### src/rtl/led_mode_pkg.sv
// Shared types and pattern helpers for the button-driven LED mode controller.
package led_mode_pkg;

    typedef enum logic [1:0] {
        MODE_OFF   = 2'd0,
        MODE_BLINK = 2'd1,
        MODE_CHASE = 2'd2,
        MODE_COUNT = 2'd3
    } mode_t;

    localparam logic [3:0] PAT_INIT_BLINK = 4'b0000;
    localparam logic [3:0] PAT_INIT_CHASE = 4'b0001;
    localparam logic [3:0] PAT_INIT_COUNT = 4'b0000;

    function automatic logic [3:0] init_pattern(input mode_t m);
        case (m)
            MODE_BLINK: return PAT_INIT_BLINK;
            MODE_CHASE: return PAT_INIT_CHASE;
            MODE_COUNT: return PAT_INIT_COUNT;
            default:    return 4'b0000;
        endcase
    endfunction

    function automatic logic [3:0] step_pattern(input mode_t m, input logic [3:0] led);
        case (m)
            MODE_BLINK: return ~led;
            MODE_CHASE: return {led[2:0], led[3]};
            MODE_COUNT: return led + 4'd1;
            default:    return 4'b0000;
        endcase
    endfunction

    function automatic mode_t mode_fwd(input mode_t m);
        case (m)
            MODE_OFF:   return MODE_BLINK;
            MODE_BLINK: return MODE_CHASE;
            MODE_CHASE: return MODE_COUNT;
            default:    return MODE_OFF;
        endcase
    endfunction

    function automatic mode_t mode_back(input mode_t m);
        case (m)
            MODE_OFF:   return MODE_COUNT;
            MODE_BLINK: return MODE_OFF;
            MODE_CHASE: return MODE_BLINK;
            default:    return MODE_CHASE;
        endcase
    endfunction

endpackage

### src/rtl/led_mode_ctrl_btn_debounce.sv
// Button conditioner: 2-flop synchronizer, stability counter, rising-edge press pulse.
module btn_debounce #(
    parameter int unsigned DEB_BITS = 18
) (
    input  logic CLK,
    input  logic RST_N,
    input  logic BTN,
    output logic LEVEL,
    output logic PRESS
);

    logic [1:0]          sync;
    logic [DEB_BITS-1:0] cnt;
    logic                level_q;

    always_ff @(posedge CLK or negedge RST_N) begin
        if (!RST_N) begin
            sync    <= '0;
            cnt     <= '0;
            LEVEL   <= 1'b0;
            level_q <= 1'b0;
        end else begin
            sync    <= {sync[0], BTN};
            level_q <= LEVEL;
            if (sync[1] == LEVEL) begin
                cnt <= '0;
            end else if (&cnt) begin
                LEVEL <= ~LEVEL;
                cnt   <= '0;
            end else begin
                cnt <= cnt + DEB_BITS'(1);
            end
        end
    end

    assign PRESS = LEVEL & ~level_q;

endmodule

### src/rtl/led_mode_ctrl.sv
// LED pattern controller: three debounced buttons drive a four-mode FSM stepped by a prescaler.
import led_mode_pkg::*;

module led_mode_ctrl #(
    parameter int unsigned DEB_BITS  = 18,
    parameter int unsigned TICK_BITS = 21
) (
    input  logic       CLK,
    input  logic       RST_N,
    input  logic       BTN_NEXT,
    input  logic       BTN_PREV,
    input  logic       BTN_PAUSE,
    output logic [3:0] LED,
    output logic [1:0] MODE,
    output logic       STEP
);

    logic [2:0] btn_raw;
    logic [2:0] btn_ev;
    logic [2:0] unused_level;

    assign btn_raw = {BTN_PAUSE, BTN_PREV, BTN_NEXT};

    for (genvar i = 0; i < 3; i++) begin : g_btn
        btn_debounce #(.DEB_BITS(DEB_BITS)) u_deb (
            .CLK   (CLK),
            .RST_N (RST_N),
            .BTN   (btn_raw[i]),
            .LEVEL (unused_level[i]),
            .PRESS (btn_ev[i])
        );
    end

    mode_t                mode, mode_nxt;
    logic                 paused, paused_nxt;
    logic [TICK_BITS-1:0] presc, presc_nxt;
    logic [3:0]           led_nxt;
    logic                 step_nxt;
    logic                 tick;

    always_ff @(posedge CLK or negedge RST_N) begin
        if (!RST_N) begin
            mode   <= MODE_OFF;
            paused <= 1'b0;
            presc  <= '0;
            LED    <= '0;
            STEP   <= 1'b0;
        end else begin
            mode   <= mode_nxt;
            paused <= paused_nxt;
            presc  <= presc_nxt;
            LED    <= led_nxt;
            STEP   <= step_nxt;
        end
    end

    // A mode change wins over a coincident tick: the tick is dropped, not deferred.
    always_comb begin
        mode_nxt   = mode;
        paused_nxt = paused ^ btn_ev[2];
        presc_nxt  = presc;
        led_nxt    = LED;
        step_nxt   = 1'b0;
        tick       = (&presc) & ~paused;
        if (btn_ev[0] ^ btn_ev[1]) begin
            mode_nxt  = btn_ev[0] ? mode_fwd(mode) : mode_back(mode);
            led_nxt   = init_pattern(mode_nxt);
            presc_nxt = '0;
        end else begin
            if (!paused) presc_nxt = presc + TICK_BITS'(1);
            if (tick) begin
                led_nxt  = step_pattern(mode, LED);
                step_nxt = 1'b1;
            end
        end
    end

    assign MODE = mode;

endmodule

### config.mk
export PLATFORM = sky130hd
export DESIGN_NAME = led_mode_ctrl
export DESIGN_NICKNAME = d
export VERILOG_FILES = /design/src/rtl/led_mode_pkg.sv /design/src/rtl/led_mode_ctrl_btn_debounce.sv /design/src/rtl/led_mode_ctrl.sv
export SDC_FILE = /design/constraint.sdc
export NUM_CORES = 1
export LEC_CHECK = 0
export ABC_AREA = 1
export BUFFER_PORTS_ARGS = -buffer_cell sky130_fd_sc_hd__buf_2
export CAP_MARGIN = 20
export CELL_PAD_IN_SITES_DETAIL_PLACEMENT = 0
export CELL_PAD_IN_SITES_GLOBAL_PLACEMENT = 1
export CORE_UTILIZATION = 45
export CTS_BUF_LIST = sky130_fd_sc_hd__clkbuf_4 sky130_fd_sc_hd__clkbuf_8 sky130_fd_sc_hd__clkbuf_16
export DETAILED_ROUTE_END_ITERATION = 6
export PLACE_DENSITY = 0.82
export SLEW_MARGIN = 15
export SYNTH_ARGS = -nofsm -noshare
export SYNTH_HDL_FRONTEND = slang
export SYNTH_SLANG_ARGS = --single-unit
### constraint.sdc
create_clock -name CLK -period 1.7 [get_ports CLK]
set_input_delay 0.34 -clock CLK [delete_from_list [all_inputs] [get_ports CLK]]
set_output_delay 0.34 -clock CLK [all_outputs]
set_load 0.02 [all_outputs]
==> results.yml, run 1 <==
run_status:
  status: "finished clean"
critical_path:
  worstSetupPathType: "reg -> reg"
  critPathLaunchType: "register"
  required_ns: 1.97
  crit_arrival_ns: 1.81
  path_max_fanout: 5
  setup.worst_path.end_class: "register"
routing:
  drc: 0
  wl_mm: 9.55
  drtIter0Drc: 128
  drt-vias-per-instance: 4.90
  vias: 3859
  route.antenna.remaining_nets: 0
  dr.pass1.iters: 4
  avgRoutedWirePerCell_microns: 12.1
synth:
  syn_inst: 612
  yosysWarningCount: 0
  syn_nets: 626
  synth_area_per_cell_sq_um: 8.00
  ys_ff_latch: 95
  synth_cell_type_count: 32
  synth_area_sq_um: 4900
  synth-seq-area-share_pct: 48.5
sta:
  rsz0062_at_grt: "no"
  timing.final.ws_setup_ns: 0.160
  period_share_pct: 90.6
  tightest_slew_ns: 0.433
  fmax_mhz: 649
  slew-limit-headroom_pct: 71.1
  hold_viol: 0
  setup_tns_ns: 0
  timing.hold.ws_ns: 0.0581
  min_period_ns: 1.54
  final_max_slew_viol_count: 0
  setup_viol: 0
  skew_ns: 0.00996
floorplan:
  die_w_microns: 106
  start_util_pct: 47.0
  die_h_microns: 106
  die-area_sq_um: 11300
  rows: 37
  core_sq_um: 10400
  ios: 12
clock_network:
  clock-root-buffer: "clkbuf_8"
  clk_pin_slew_ns: 0.09
  cts.sinks: 95
  clkLatencyLatePin_ns: 0.38
  tritoncts: "done"
  h-tree-depth: 3
  numCtsBuffers: 9
  cts_buffer_depth: 2
grt:
  grt_pass1_vias: 3889
  track_usage_pct: 19.4
  antenna_found_initial: 0
  grt_first_pass_wirelength_mm: 17.4
  overflow: 0
  grt_max_degree: 37
final_layout:
  fin_area_sq_um: 5450
  nets: 661
  syn2layout_area_growth_pct: 11.2
  fin_util_pct: 52.3
  final_cell_mix: "nand2_1 (135), nor2_1 (133), dfrtp_1 (94)"
  final_common_cell: "nand2_1"
  drive_gt1_share_pct: 10.3
  antennaDiodeCount: 0
  final_cell_count_no_fill: 787
pwr:
  cellPowerDensity_nw_per_um2: 705
  cellLeakagePower_nw: 2.59
  ir_worst_vdd_mv: 0.627
  total_power_mw: 3.84
flow_run:
  drv_cap: 0
placement:
  placement.cell_area_sq_um: 5220
  place_worst_setup_slack_ns: 0.0502
  gp_congestion: 0.801
  hpwl_mm: 6.99
  numPortBuffers: 11
  dp_cells: 769
min_path:
  holdCritPathClass: "in -> reg"
## final timing paths
check	startpoint	end	slack, ns	cells past startpoint
max	g_btn[1].u_deb.cnt[0]	g_btn[1].u_deb.cnt[14]	0.16	6
min in group asynchronous	RST_N	g_btn[0].u_deb.cnt[11]	0.43	2
min	BTN_NEXT	g_btn[0].u_deb.sync[0]	0.06	1
min reg2reg	g_btn[1].u_deb.sync[0]	g_btn[1].u_deb.sync[1]	0.36	0
max reg2reg	g_btn[1].u_deb.cnt[0]	g_btn[1].u_deb.cnt[14]	0.16	6
max in group asynchronous	RST_N	presc[5]	0.68	3
## synthesized netlist by cell type
cell type	instances	area, sq um
a211oi_1	2	15.0
inv_2	1	3.75
nand4_1	17	106
buf_4	1	7.51
nor3b_1	7	52.6
or2_2	2	12.5
buf_2	3	15.0
a21oi_1	18	90.1
o21ai_0	17	85.1
o21ba_2	1	10.0
nand3_1	40	200
ha_1	9	113
a31oi_1	1	6.26
nand4_2	3	37.5
nor2_2	4	25.0
o21ai_4	2	32.5
nor3_4	3	48.8
o21bai_1	6	45.0
xor2_1	21	184
buf_6	1	11.3
a31o_2	1	8.76
inv_1	65	244
a22oi_1	1	7.51
nor2_1	136	510
nand2_2	3	18.8
xnor2_1	9	78.8
dfrtp_1	95	2380
nand2_1	135	507
nor3_1	4	20.0
nand3b_1	1	7.51
o21ai_1	2	10.0
o22ai_1	1	6.26
## registers in the layout (all words and copies together), names as in the netlist
name	count
LED	4
MODE	2
STEP	1
g_btn.u_deb.LEVEL	3
g_btn.u_deb.cnt	54
g_btn.u_deb.level_q	3
g_btn.u_deb.sync	6
paused	1
presc	21
## cell families (layout without fill, tap and decap cells)
| group | Yosys count | count (layout) | share of synthesized area (%) |
|---|---|---|---|
| adders and majority gates | 9 | 9 | 2.30 |
| xor gates and xnor gates | 30 | 30 | 5.37 |
| AOI/OAI and AO/OA | 52 | 52 | 6.46 |
| and+or+nand+nor | 355 | 355 | 31.6 |
| buffers and inverters | 71 | 110 | 5.75 |
| DFF | 95 | 95 | 48.5 |
## report_power, final
group / switching [mW] / internal, mW
sequential: 0.0165 / 2.28
combinational: 0.0894 / 0.0415
clock: 0.803 / 0.605
total: 0.909 / 2.93
## critical path, stage by stage (launching register included)
cell and delay, ns:
dfrtp_1 0.42, ha_1 0.19, nand2_1 0.13, nor2_1 0.33, nand3_1 0.15, xor2_1 0.16
nor2_1 0.05
## cell type report
type / count / area, sq um
clock buffers: 11 / 151
flip-flops and latches: 95 / 2380
repair buffers: 29 / 208
multi-input cells: 446 / 2260
well taps: 136 / 170
inverters: 66 / 248
fillers: 984 / 4970
clock inverters: 4 / 31.3
## timing repair
| item | CTS | global route |
|---|---|---|
| setup buffers | 0 | 2 |
| endpoints found under the setup margin | 0 | 16 |
| endpoints found under the hold margin | 29 | 0 |
| gates resized for setup | 0 | 5 |
| hold buffers | 1 | 0 |
## routing by layer
layer	track usage (%)	up-vias	wire, microns
met5	0	-	0
met2	31.5	32	4320
li1	-	2019	-
met3	5.95	10	327
met1	24.9	1798	4780
met4	5.85	0	118
Note: power is estimated with default switching activity, not from simulation.
==> inputs of run 2 (changes only) <==
--- a/config.mk
+++ b/config.mk
@@ -10,10 +10,12 @@
 export CAP_MARGIN = 20
 export CELL_PAD_IN_SITES_DETAIL_PLACEMENT = 0
 export CELL_PAD_IN_SITES_GLOBAL_PLACEMENT = 1
+export CORE_MARGIN = 3
 export CORE_UTILIZATION = 45
 export CTS_BUF_LIST = sky130_fd_sc_hd__clkbuf_4 sky130_fd_sc_hd__clkbuf_8 sky130_fd_sc_hd__clkbuf_16
 export DETAILED_ROUTE_END_ITERATION = 6
 export PLACE_DENSITY = 0.82
+export REMOVE_ABC_BUFFERS = 1
 export SLEW_MARGIN = 15
 export SYNTH_ARGS = -nofsm -noshare
 export SYNTH_HDL_FRONTEND = slang
==> run 2 against run 1 <==
Global-route usage is 2.7 points lower; core utilization is 0.16 points higher; cell count stayed put; first-iteration DRC count is 82% higher; flip-flop and latch count stayed put; combinational power is 4% higher; clock-buffer cell count is 1 higher; wire length is 3.4% lower; fmax is 2.7% lower; cell area is 0.76% higher; setup slack worse by 0.042 ns; via count is 0.44% higher; largest cell class unchanged.
==> results.yml, run 2 (synthesis results as in run 1) <==
critical_path:
  path_max_fanout: 5
  worstSetupPathType: "reg -> reg"
  max_stage_delay_ns: 0.41
  required_ns: 1.99
  slowest_stage: "dfrtp_1"
  setup.worst_path.end_class: "register"
  ff2ff_path_depth: 6
  crit_chain: "ha_1 > nand2_1 > nor3_4 > nand2_1 > or2_2 > a21oi_1"
  critPathLaunchType: "register"
  path_common_cell: "nand2_1"
  r2r_slack_ns: 0.12
  reg2reg_from: "g_btn[1].u_deb.cnt[0]"
  crit_arrival_ns: 1.88
  r2r-end: "g_btn[1].u_deb.cnt[16]"
clock_network:
  clkLatencyLatePin_ns: 0.36
  cts_buffer_depth: 2
  clock-root-buffer: "clkbuf_8"
  clk_pin_slew_ns: 0.09
  cts.sinks: 95
  h-tree-depth: 3
  tritoncts: "done"
  numCtsBuffers: 9
placement:
  dp_cells: 769
  gp_congestion: 0.868
  hpwl_mm: 6.73
  place_worst_setup_slack_ns: 0.0762
  numPortBuffers: 11
floorplan:
  ios: 12
  core_sq_um: 10500
  rows: 37
  start_util_pct: 46.8
  die_h_microns: 110
  die_w_microns: 110
  die-area_sq_um: 12200
grt:
  met3_usage_pct: 3.67
  use_met1_pct: 22.0
  grt_first_pass_wirelength_mm: 16.2
  use_met2_pct: 27.7
  track_usage_pct: 16.8
  grt_max_degree: 35
  gr-max-usage-layer: "met2"
  overflow: 0
  grt_pass1_vias: 3661
  antenna_found_initial: 0
pwr:
  p_sw_mw: 0.849
  cellPowerDensity_nw_per_um2: 715
  ir_worst_vdd_mv: 0.545
  combPwrFrac_pct: 3.5
  total_power_mw: 3.92
  power_frac_seq_pct: 58.6
  p_clk_share_pct: 37.9
  swShare_pct: 21.6
  cellLeakagePower_nw: 2.62
  p_int_mw: 3.07
routing:
  drtIter0Drc: 233
  route.antenna.remaining_nets: 0
  dr.pass1.iters: 4
  wl_mm: 9.22
  drc: 0
  drt-vias-per-instance: 4.93
  avgRoutedWirePerCell_microns: 11.7
  vias: 3876
sta:
  rsz0062_at_grt: "no"
  final_max_slew_viol_count: 0
  tightest_slew_ns: 0.505
  period_share_pct: 93.1
  skew_ns: 0.00790
  setup_tns_ns: 0
  timing.hold.ws_ns: 0.0780
  slew-limit-headroom_pct: 66.4
  hold_viol: 0
  min_period_ns: 1.58
  setup_viol: 0
  timing.final.ws_setup_ns: 0.118
  fmax_mhz: 632
min_path:
  whs_endpoint: "g_btn[0].u_deb.sync[0]"
  holdCritPathClass: "in -> reg"
  min_path_cells: 1
  worstHoldStart: "BTN_NEXT"
final_layout:
  largest_register: "g_btn.u_deb.cnt"
  ff_latch_area_sq_um: 2380
  reg_top3: "g_btn.u_deb.cnt (54), presc (21), g_btn.u_deb.sync (6)"
  final_cell_count_no_fill: 787
  largest_reg_flops: 54
  antennaDiodeCount: 0
  final_cell_mix: "nand2_1 (135), nor2_1 (133), dfrtp_1 (94)"
  nets: 661
  syn2layout_area_growth_pct: 12.1
  final_common_cell: "nand2_1"
  drive_gt1_share_pct: 10.4
  multi_input_area_sq_um: 2260
  n_fill_cell: 1040
flow_run:
  drv_cap: 0
run_status:
  status: "finished clean"
[run 2: power groups by stage]
stage	registers [mW]	clock network [mW]	logic, mW
floorplan	2.34	0	0.0500
global route	2.30	1.64	0.156
global placement	2.34	0	0.137
detailed placement	2.34	0	0.139
finish	2.30	1.49	0.136
CTS	2.30	1.57	0.142
[run 2: per-stage QoR]
stage,util (%),cell area [sq um]
after detailed placement,50.1,5240
final,52.5,5490
after global placement,50.1,5240
after CTS,52.1,5450
after floorplan,-,4860
after global routing,52.5,5490
[run 2: layout make-up]
type | instances | share of cell area, %
sequential | 95 | 43.3
multi-input combinational | 446 | 41.2
inverter | 66 | 4.51
timing repair buffer | 29 | 4.24
tap | 136 | 3.10
clock buffer | 12 | 2.78
clock inverter | 3 | 0.798
[run 2: worst max-delay path by stage]
stage | slack (ns) | endpoint | cells after the start | start
after floorplan | -0.35 | presc[10] | 7 | g_btn[0].u_deb.LEVEL
after global placement | 0.12 | g_btn[1].u_deb.cnt[11] | 5 | g_btn[1].u_deb.cnt[0]
after detailed placement | 0.08 | g_btn[1].u_deb.cnt[5] | 5 | g_btn[1].u_deb.cnt[0]
after CTS | 0.05 | g_btn[1].u_deb.cnt[5] | 5 | g_btn[1].u_deb.cnt[0]
after global routing | 0.003 | g_btn[1].u_deb.cnt[16] | 6 | g_btn[1].u_deb.cnt[0]
final | 0.12 | g_btn[1].u_deb.cnt[16] | 6 | g_btn[1].u_deb.cnt[0]
[run 2: what timing repair did]
item | in CTS | in global routing
hold buffers | 1 | 0
gates resized for setup | 0 | 6
buffers inserted | 0 | 2
hold endpoints to repair | 31 | 0
endpoints found under the setup margin | 0 | 17
[run 2: worst max-delay path: cells and delay by family, from the launching register on]
kind	cells	cell delay (ns)
AND/OR/NAND/NOR	4	0.81
flip-flops	1	0.41
adder cells (fa/ha/maj)	1	0.19
AO/OA/AOI/OAI	1	0.12
[run 2: routing by layer]
metal | wire length (microns) | share of wire [%] | vias up
met5 | 0 | 0 | -
met4 | 119 | 1.3 | 0
met3 | 256 | 2.8 | 11
met2 | 4370 | 47 | 41
met1 | 4470 | 48 | 1804
li1 | - | - | 2020
